File: src/rtl/ram_port_arbiter.sv
// ram_port_arbiter: shares RAM port A between the CPU and a byte-wide SPI
// bridge. SPI strobes are queued in a 2-entry FIFO. They are granted only
// after the CPU has owned the port for CPU_GAP idle cycles, so a continuous
// SPI stream can never starve the CPU.
module ram_port_arbiter #(
    parameter logic [7:0]  SPI_PAGE = 8'h00,
    parameter int unsigned CPU_GAP  = 2
) (
    input  logic        clk,
    input  logic        reset_n,
    input  logic        cpu_mreq,
    input  logic        cpu_we,
    input  logic [15:0] cpu_addr,
    input  logic [7:0]  cpu_din,
    output logic        cpu_wait_n,
    input  logic        spi_wr,
    input  logic        spi_rd,
    input  logic [31:0] spi_addr,
    input  logic [7:0]  spi_din,
    output logic [7:0]  spi_dout,
    output logic        spi_rvalid,
    output logic        spi_ovf,
    output logic        ram_we,
    output logic [15:0] ram_addr,
    output logic [7:0]  ram_din,
    input  logic [7:0]  ram_dout
);

    typedef enum logic [1:0] {
        IDLE    = 2'd0,
        SPI_ACC = 2'd1,
        SPI_RD  = 2'd2
    } state_t;

    typedef struct packed {
        logic        is_wr;
        logic [15:0] addr;
        logic [7:0]  data;
    } entry_t;

    localparam logic [3:0] GAP_MAX = 4'(CPU_GAP);

    state_t      state;
    state_t      state_next;
    entry_t      fifo_mem [2];
    entry_t      head;
    entry_t      push_entry;
    logic        rd_ptr;
    logic        wr_ptr;
    logic [1:0]  fifo_cnt;
    logic        strobe_hit;
    logic        fifo_full;
    logic        push;
    logic        pop;
    logic        drop;
    logic        pending;
    logic [3:0]  gap_cnt;
    logic [3:0]  gap_inc;
    logic        gap_done;
    logic [15:0] hold_addr;
    logic        unused_addr_bits;

    // Only the page byte qualifies a strobe; bits 23:16 carry no meaning here.
    assign unused_addr_bits = ^spi_addr[23:16];

    // A strobe is gated by reset_n, so nothing reaches the outputs while reset is held.
    // A combined wr+rd strobe is stored as a write.
    assign strobe_hit = reset_n & (spi_wr | spi_rd) & (spi_addr[31:24] == SPI_PAGE);
    assign push_entry = '{is_wr: spi_wr, addr: spi_addr[15:0], data: spi_din};

    assign fifo_full = (fifo_cnt == 2'd2);
    assign pop       = (state == SPI_ACC);
    assign push      = strobe_hit & (~fifo_full | pop);
    assign drop      = strobe_hit & fifo_full & ~pop;
    assign head      = fifo_mem[rd_ptr];

    // A strobe arriving this cycle already counts as queued work. This lets an
    // idle, saturated arbiter grant it at the very next edge.
    assign pending = (fifo_cnt != 2'd0) | push;

    // gap_inc is the number of CPU-owned idle cycles including the current one.
    // A grant waits until CPU_GAP such cycles have elapsed.
    assign gap_inc  = (gap_cnt >= GAP_MAX) ? GAP_MAX : gap_cnt + 4'd1;
    assign gap_done = (gap_inc == GAP_MAX);

    // FIFO pointers and occupancy; a simultaneous push and pop leaves the count unchanged.
    always_ff @(posedge clk or negedge reset_n) begin
        // NOTE: state uses non-blocking assignments so every flop samples pre-edge values.
        if (!reset_n) begin
            rd_ptr   <= 1'b0;
            wr_ptr   <= 1'b0;
            fifo_cnt <= 2'd0;
        end else begin
            if (push) wr_ptr <= ~wr_ptr;
            if (pop)  rd_ptr <= ~rd_ptr;
            case ({push, pop})
                2'b10:   fifo_cnt <= fifo_cnt + 2'd1;
                2'b01:   fifo_cnt <= fifo_cnt - 2'd1;
                default: fifo_cnt <= fifo_cnt;
            endcase
        end
    end

    // FIFO storage; contents are only ever read behind a valid occupancy count.
    always_ff @(posedge clk) begin
        // NOTE: storage has no reset; fifo_cnt alone decides what is valid.
        if (push) fifo_mem[wr_ptr] <= push_entry;
    end

    // Sticky overflow: set by any strobe dropped on a full FIFO, cleared only by reset.
    always_ff @(posedge clk or negedge reset_n) begin
        if (!reset_n)  spi_ovf <= 1'b0;
        else if (drop) spi_ovf <= 1'b1;
    end

    // Gap counter: counts up in IDLE and restarts at zero when an SPI access completes.
    always_ff @(posedge clk or negedge reset_n) begin
        if (!reset_n)                 gap_cnt <= GAP_MAX;
        else if (state == IDLE)       gap_cnt <= gap_inc;
        else if (state_next == IDLE)  gap_cnt <= 4'd0;
    end

    // Hold the read address so RAM still sees it in SPI_RD after the head is popped.
    always_ff @(posedge clk or negedge reset_n) begin
        if (!reset_n)               hold_addr <= 16'h0000;
        else if (state == SPI_ACC)  hold_addr <= head.addr;
    end

    // Capture read data in SPI_RD, then present it with a one-cycle valid pulse.
    always_ff @(posedge clk or negedge reset_n) begin
        if (!reset_n) begin
            spi_dout   <= 8'h00;
            spi_rvalid <= 1'b0;
        end else begin
            spi_rvalid <= (state == SPI_RD);
            if (state == SPI_RD) spi_dout <= ram_dout;
        end
    end

    // FSM state register.
    always_ff @(posedge clk or negedge reset_n) begin
        if (!reset_n) state <= IDLE;
        else          state <= state_next;
    end

    // FSM next state: grant queued work only once the CPU has had its gap.
    always_comb begin
        // NOTE: every always_comb output gets a default first, so no latch is inferred.
        state_next = state;
        case (state)
            IDLE:    if (pending && gap_done) state_next = SPI_ACC;
            SPI_ACC: state_next = head.is_wr ? IDLE : SPI_RD;
            SPI_RD:  state_next = IDLE;
            default: state_next = IDLE;
        endcase
    end

    // FSM outputs: the CPU owns the RAM port in IDLE; the FIFO head owns it in SPI states.
    always_comb begin
        cpu_wait_n = 1'b1;
        ram_we     = 1'b0;
        ram_addr   = cpu_addr;
        ram_din    = cpu_din;
        case (state)
            IDLE: begin
                ram_we     = cpu_mreq & cpu_we & reset_n;
                cpu_wait_n = ~pending;
            end
            SPI_ACC: begin
                ram_addr   = head.addr;
                ram_din    = head.data;
                ram_we     = head.is_wr;
                cpu_wait_n = 1'b0;
            end
            SPI_RD: begin
                ram_addr   = hold_addr;
                ram_din    = 8'h00;
                cpu_wait_n = 1'b0;
            end
            default: begin
                cpu_wait_n = 1'b1;
            end
        endcase
    end

endmodule

File: config.mk
export PLATFORM = sky130hd
export DESIGN_NAME = ram_port_arbiter
export DESIGN_NICKNAME = d
export VERILOG_FILES = /design/src/rtl/ram_port_arbiter.sv
export SDC_FILE = /design/constraint.sdc
export NUM_CORES = 1
export LEC_CHECK = 0
export CAP_MARGIN = 40
export CORE_MARGIN = 2
export CORE_UTILIZATION = 26
export CTS_BUF_LIST = sky130_fd_sc_hd__clkbuf_4 sky130_fd_sc_hd__clkbuf_8 sky130_fd_sc_hd__clkbuf_16
export CTS_CLUSTER_DIAMETER = 120
export DETAILED_ROUTE_END_ITERATION = 16
export PLACE_DENSITY_LB_ADDON = 0.1
export SLEW_MARGIN = 20
export SYNTH_ARGS = -nofsm -noshare
export SYNTH_HDL_FRONTEND = slang
export SYNTH_SLANG_ARGS = --single-unit
File: constraint.sdc
create_clock -name clk -period 3.5 [get_ports clk]
set_input_delay 0.35 -clock clk [delete_from_list [all_inputs] [get_ports clk]]
set_output_delay 0.35 -clock clk [all_outputs]
set_load 0.02 [all_outputs]
==> summary by stage <==
Layout
The number of antenna diodes in the final layout is 0. The final cell count without fillers is 600. For this run, the share of the core covered by cells in the final layout is 0.384. Across the whole layout, storage elements account for 2400 um^2. Fill cells in the final layout number 1379. The layout net count is 499.

The share of layout cells above drive strength 1 is 0.150. Compared with the post-synthesis result, the final layout area differs by 43.8%. The multi-input combinational cells in the finished layout cover a total of 1250 um^2.

Synthesis
The net count after synthesis is 386. Counting every instance in the synthesized netlist gives 302. The register bit total from synthesis is 86. The average cell area after synthesis is 12.4 um^2. The area of the mapped netlist is 3740 um^2.

Sorting the synthesized cells by area gives the leading types as edfxtp_1 (40%), dfrtp_1 (23%), mux2_2 (7.2%). The main flop type after synthesis is edfxtp_1. Counting flops with an async set or reset pin after synthesis yields a share of 0.419. The share of synthesized area in the top cell type comes to 0.402. During synthesis, Yosys emitted a total of 0 warnings. The netlist uses 39 different library cells. The share of the Yosys chip area taken by registers is 0.643. The count of flip-flops with a built-in enable after synthesis is 50. Summed over all instances, the cell type with the most area after synthesis is edfxtp_1.

Pwr
The worst supply voltage drop on vdd is 293 uV. Summing internal, switching and leakage power gives 0.00459 W. The switching power of the nets is 0.00168 W. Of the total power, the clock network draws 0.212. The proportion of power drawn by combinational gates is 0.484. The switching power as a share of total power is 0.367. The share of total power in sequential cells is 0.303.

The internal power of the cells totals 0.00290 W. Power spread over the standard cell area amounts to 853 nW/um^2. Summed over all cells, the static leakage comes to 2.03 nW.

Clock tree
TritonCTS built the clock tree. The post-CTS setup repair buffer count is 0. The number of H-tree branching levels is 3.

CTS placed an instance of clkbuf_16 at the clock tree root. The number of gates resized after cts is 0. The number of sinks on the clock net is 86. After clock tree synthesis, the flow added hold-fix buffers numbering 0.

After clock tree synthesis, the clock-pin slew on the worst setup and hold paths is 60 ps. The clock insertion delay at the later pin of the skew report is 340 ps. Clock tree synthesis inserted a total of 9 buffers.

In this run the deepest clock path goes through 2 buffers.

Route
In the routed design, unresolved DRC markers number 0. The average vias per placed instance is 4.46. The number of DRC violations after detailed-routing iteration 0 is 67.

Once detail routing completed, the nets flagged for antenna violations numbered 0. The total via count in the routed design is 2675. Dividing the detail-routed wire length by the instance count gives 15.1 um.

The final layout contains routed wiring with a total length of 9060 um. Before antenna repair, the detailed router went through 4 iterations.

Job
The number of maximum-capacitance constraint violations is 0.

Timing
The number of max-slew violations in the final report is 0. Measured against its own limit, the worst slew margin works out to 0.628. Based on the critical path, the design can be clocked at up to 343 MHz.

The number of hold-slack violations in the final timing report was 0. Setup total negative slack on the finished layout was measured at 0 ps. The ratio of final minimum period to clock period is 0.834. Subtracting the final worst setup slack from the clock period gives 2920 ps.

Setup slack on the critical path of the routed design comes to 581 ps. The transition time at the pin with the least slew margin is 542 ps. Setup repair after global routing left no endpoint under its margin.

The post-route clock skew is 4.97 ps. Setup violations remaining at the end of the flow were counted as 0.

Placed design
The global placement routability congestion is 0.683. The HPWL after detailed placement is 5980 um. The number of cells in the design after placement is 583.

The count of buffers added on input and output ports is 105. The pre-CTS setup slack is 661 ps.

Worst setup path
Data arrives at the worst endpoint at 2570 ps. Counting cells, the worst reg-to-reg path comes to 8. The kind of end point of the critical path is a primary output.

In this run the worst path has a maximum fanout of 20. The startpoint of the worst-slack reg-to-reg timing path is state[1]. The worst setup path is launched from a flip-flop. The critical path in this run is classified as reg2out. In this run the worst setup path begins at rd_ptr. The reg2reg setup slack is 1380 ps.

The critical path ends at ram_addr[15]. In this run the critical register-to-register path is captured at fifo_cnt[1]. STA puts the critical path data required time at 3150 ps.

Floorplan
The area enclosed by the die boundary is 15400 um^2. The floorplan core area is 14000 um^2. For this configuration, the core starts out at a cell density of 0.267. The die is 124 um tall. The floorplan has 43 rows.

The width of the die is 124 um. The I/O pin count is 114.

Global route
The overall overflow remaining after global route is 0. For this run, the total global-route usage over all layers was measured as 0.123. The wire length of the first global-routing pass is 13700 um. The number of global-route vias before repair is 2659.

The initial antenna violation count came to 0. The maximum number of pins on one net before global-route repair is 39.

Worst hold path
The tightest min-delay check is of the in2async type.

Outcome
The flow ran to the end, and the final reports show no timing, DRC or antenna violations.
==> logic make-up (layout without fill, tap and decap cells) <==
group                    count (synthesis)  count (layout)  share of synthesized area
AND/OR/NAND/NOR                         93              93                      0.113
flip-flops                              86              86                      0.643
AO/OA/AOI/OAI                           50              50                     0.0860
multiplexers                            33              33                     0.0964
buffers and inverters                   29             147                     0.0298
adder cells (fa/ha/maj)                  6               6                     0.0201
XOR/XNOR                                 5               5                     0.0117
==> cells in the mapped netlist (2+ instances only) <==
cell / instances
nor3_1: 2
inv_1: 11
buf_2: 2
a22oi_1: 16
nor4_1: 2
nor2_1: 67
edfxtp_1: 50
nand2_1: 6
or4_4: 2
xor2_1: 3
xnor2_1: 2
ha_1: 6
mux2_2: 24
dfrtp_1: 35
nand3_1: 2
a31oi_1: 2
a21oi_1: 16
clkbuf_1: 13
nor3b_1: 2
buf_1: 2
o22ai_1: 9
mux2i_1: 9
o21ai_0: 2
nand4b_1: 2
==> power by group through the flow <==
stage | combinational, W | clock [W] | sequential, W
final | 0.00222 | 0.000974 | 0.00139
after global routing | 0.00243 | 0.00105 | 0.00142
after CTS | 0.00227 | 0.00100 | 0.00139
after detailed placement | 0.00226 | 0 | 0.00141
after global placement | 0.00224 | 0 | 0.00141
after floorplan | 0.00125 | 0 | 0.00144
==> cell usage in the layout (no fill, tap or decap), types with 2 or more instances in the layout <==
cell               n
a22oi_1           16
nor4_1             2
clkinv_1           2
buf_4             13
nor2_1            67
clkbuf_16          9
clkdlybuf4s50_1  104
xor2_1             3
or4_4              2
o21ai_0            2
clkbuf_8           2
nand4b_1           2
mux2_2            24
ha_1               5
a21oi_1           16
mux2i_1            9
edfxtp_1          50
dfrtp_1           35
nand2_1            6
a31oi_1            2
o22ai_1            9
nand3_1            2
xnor2_1            2
inv_1             11
==> layer usage <==
layer,routed length (um),global-route usage
met3,469,0.0321
met2,4490,0.208
met5,0,0
met1,3940,0.146
met4,154,0.0548
==> through the flow <==
stage	instance area, um^2	hold slack [ps]
final	5380	137
after global placement	5070	452
after detailed placement	5070	460
after global routing	5380	179
after floorplan	3750	54.4
after CTS	5370	174
==> critical path: stages, from the launching register on <==
cell             delay, ps
dfrtp_1                570
buf_4                  390
mux2_2                 390
a22oi_1                220
a21oi_1                100
clkdlybuf4s50_1        540
==> sequential cells by signal, summed over array words and instances, names as in the netlist <==
name        flops
spi_ovf         1
hold_addr      16
spi_rvalid      1
gap_cnt         4
rd_ptr          1
wr_ptr          1
fifo_mem       50
spi_dout        8
state           2
fifo_cnt        2
==> final cells by class <==
cell class              instances  share of cell area
clock buffers                  12              0.0484
clock inverters                 4             0.00861
inverters                      12             0.00838
multi-input cells             187               0.232
flip-flops and latches         86               0.447
well taps                     180              0.0419
repair buffers                119               0.214
==> worst min-delay path by stage <==
| stage | start | end | slack, ps | cells after the start |
|---|---|---|---|---|
| after floorplan | reset_n | fifo_cnt[0] | 50 | 0 |
| after global placement | spi_ovf | spi_ovf | 450 | 1 |
| after detailed placement | spi_ovf | spi_ovf | 460 | 1 |
| after CTS | reset_n | hold_addr[10] | 170 | 2 |
| after global routing | reset_n | hold_addr[10] | 180 | 2 |
| final | reset_n | wr_ptr | 140 | 2 |
(Power assumes the default switching activity.)
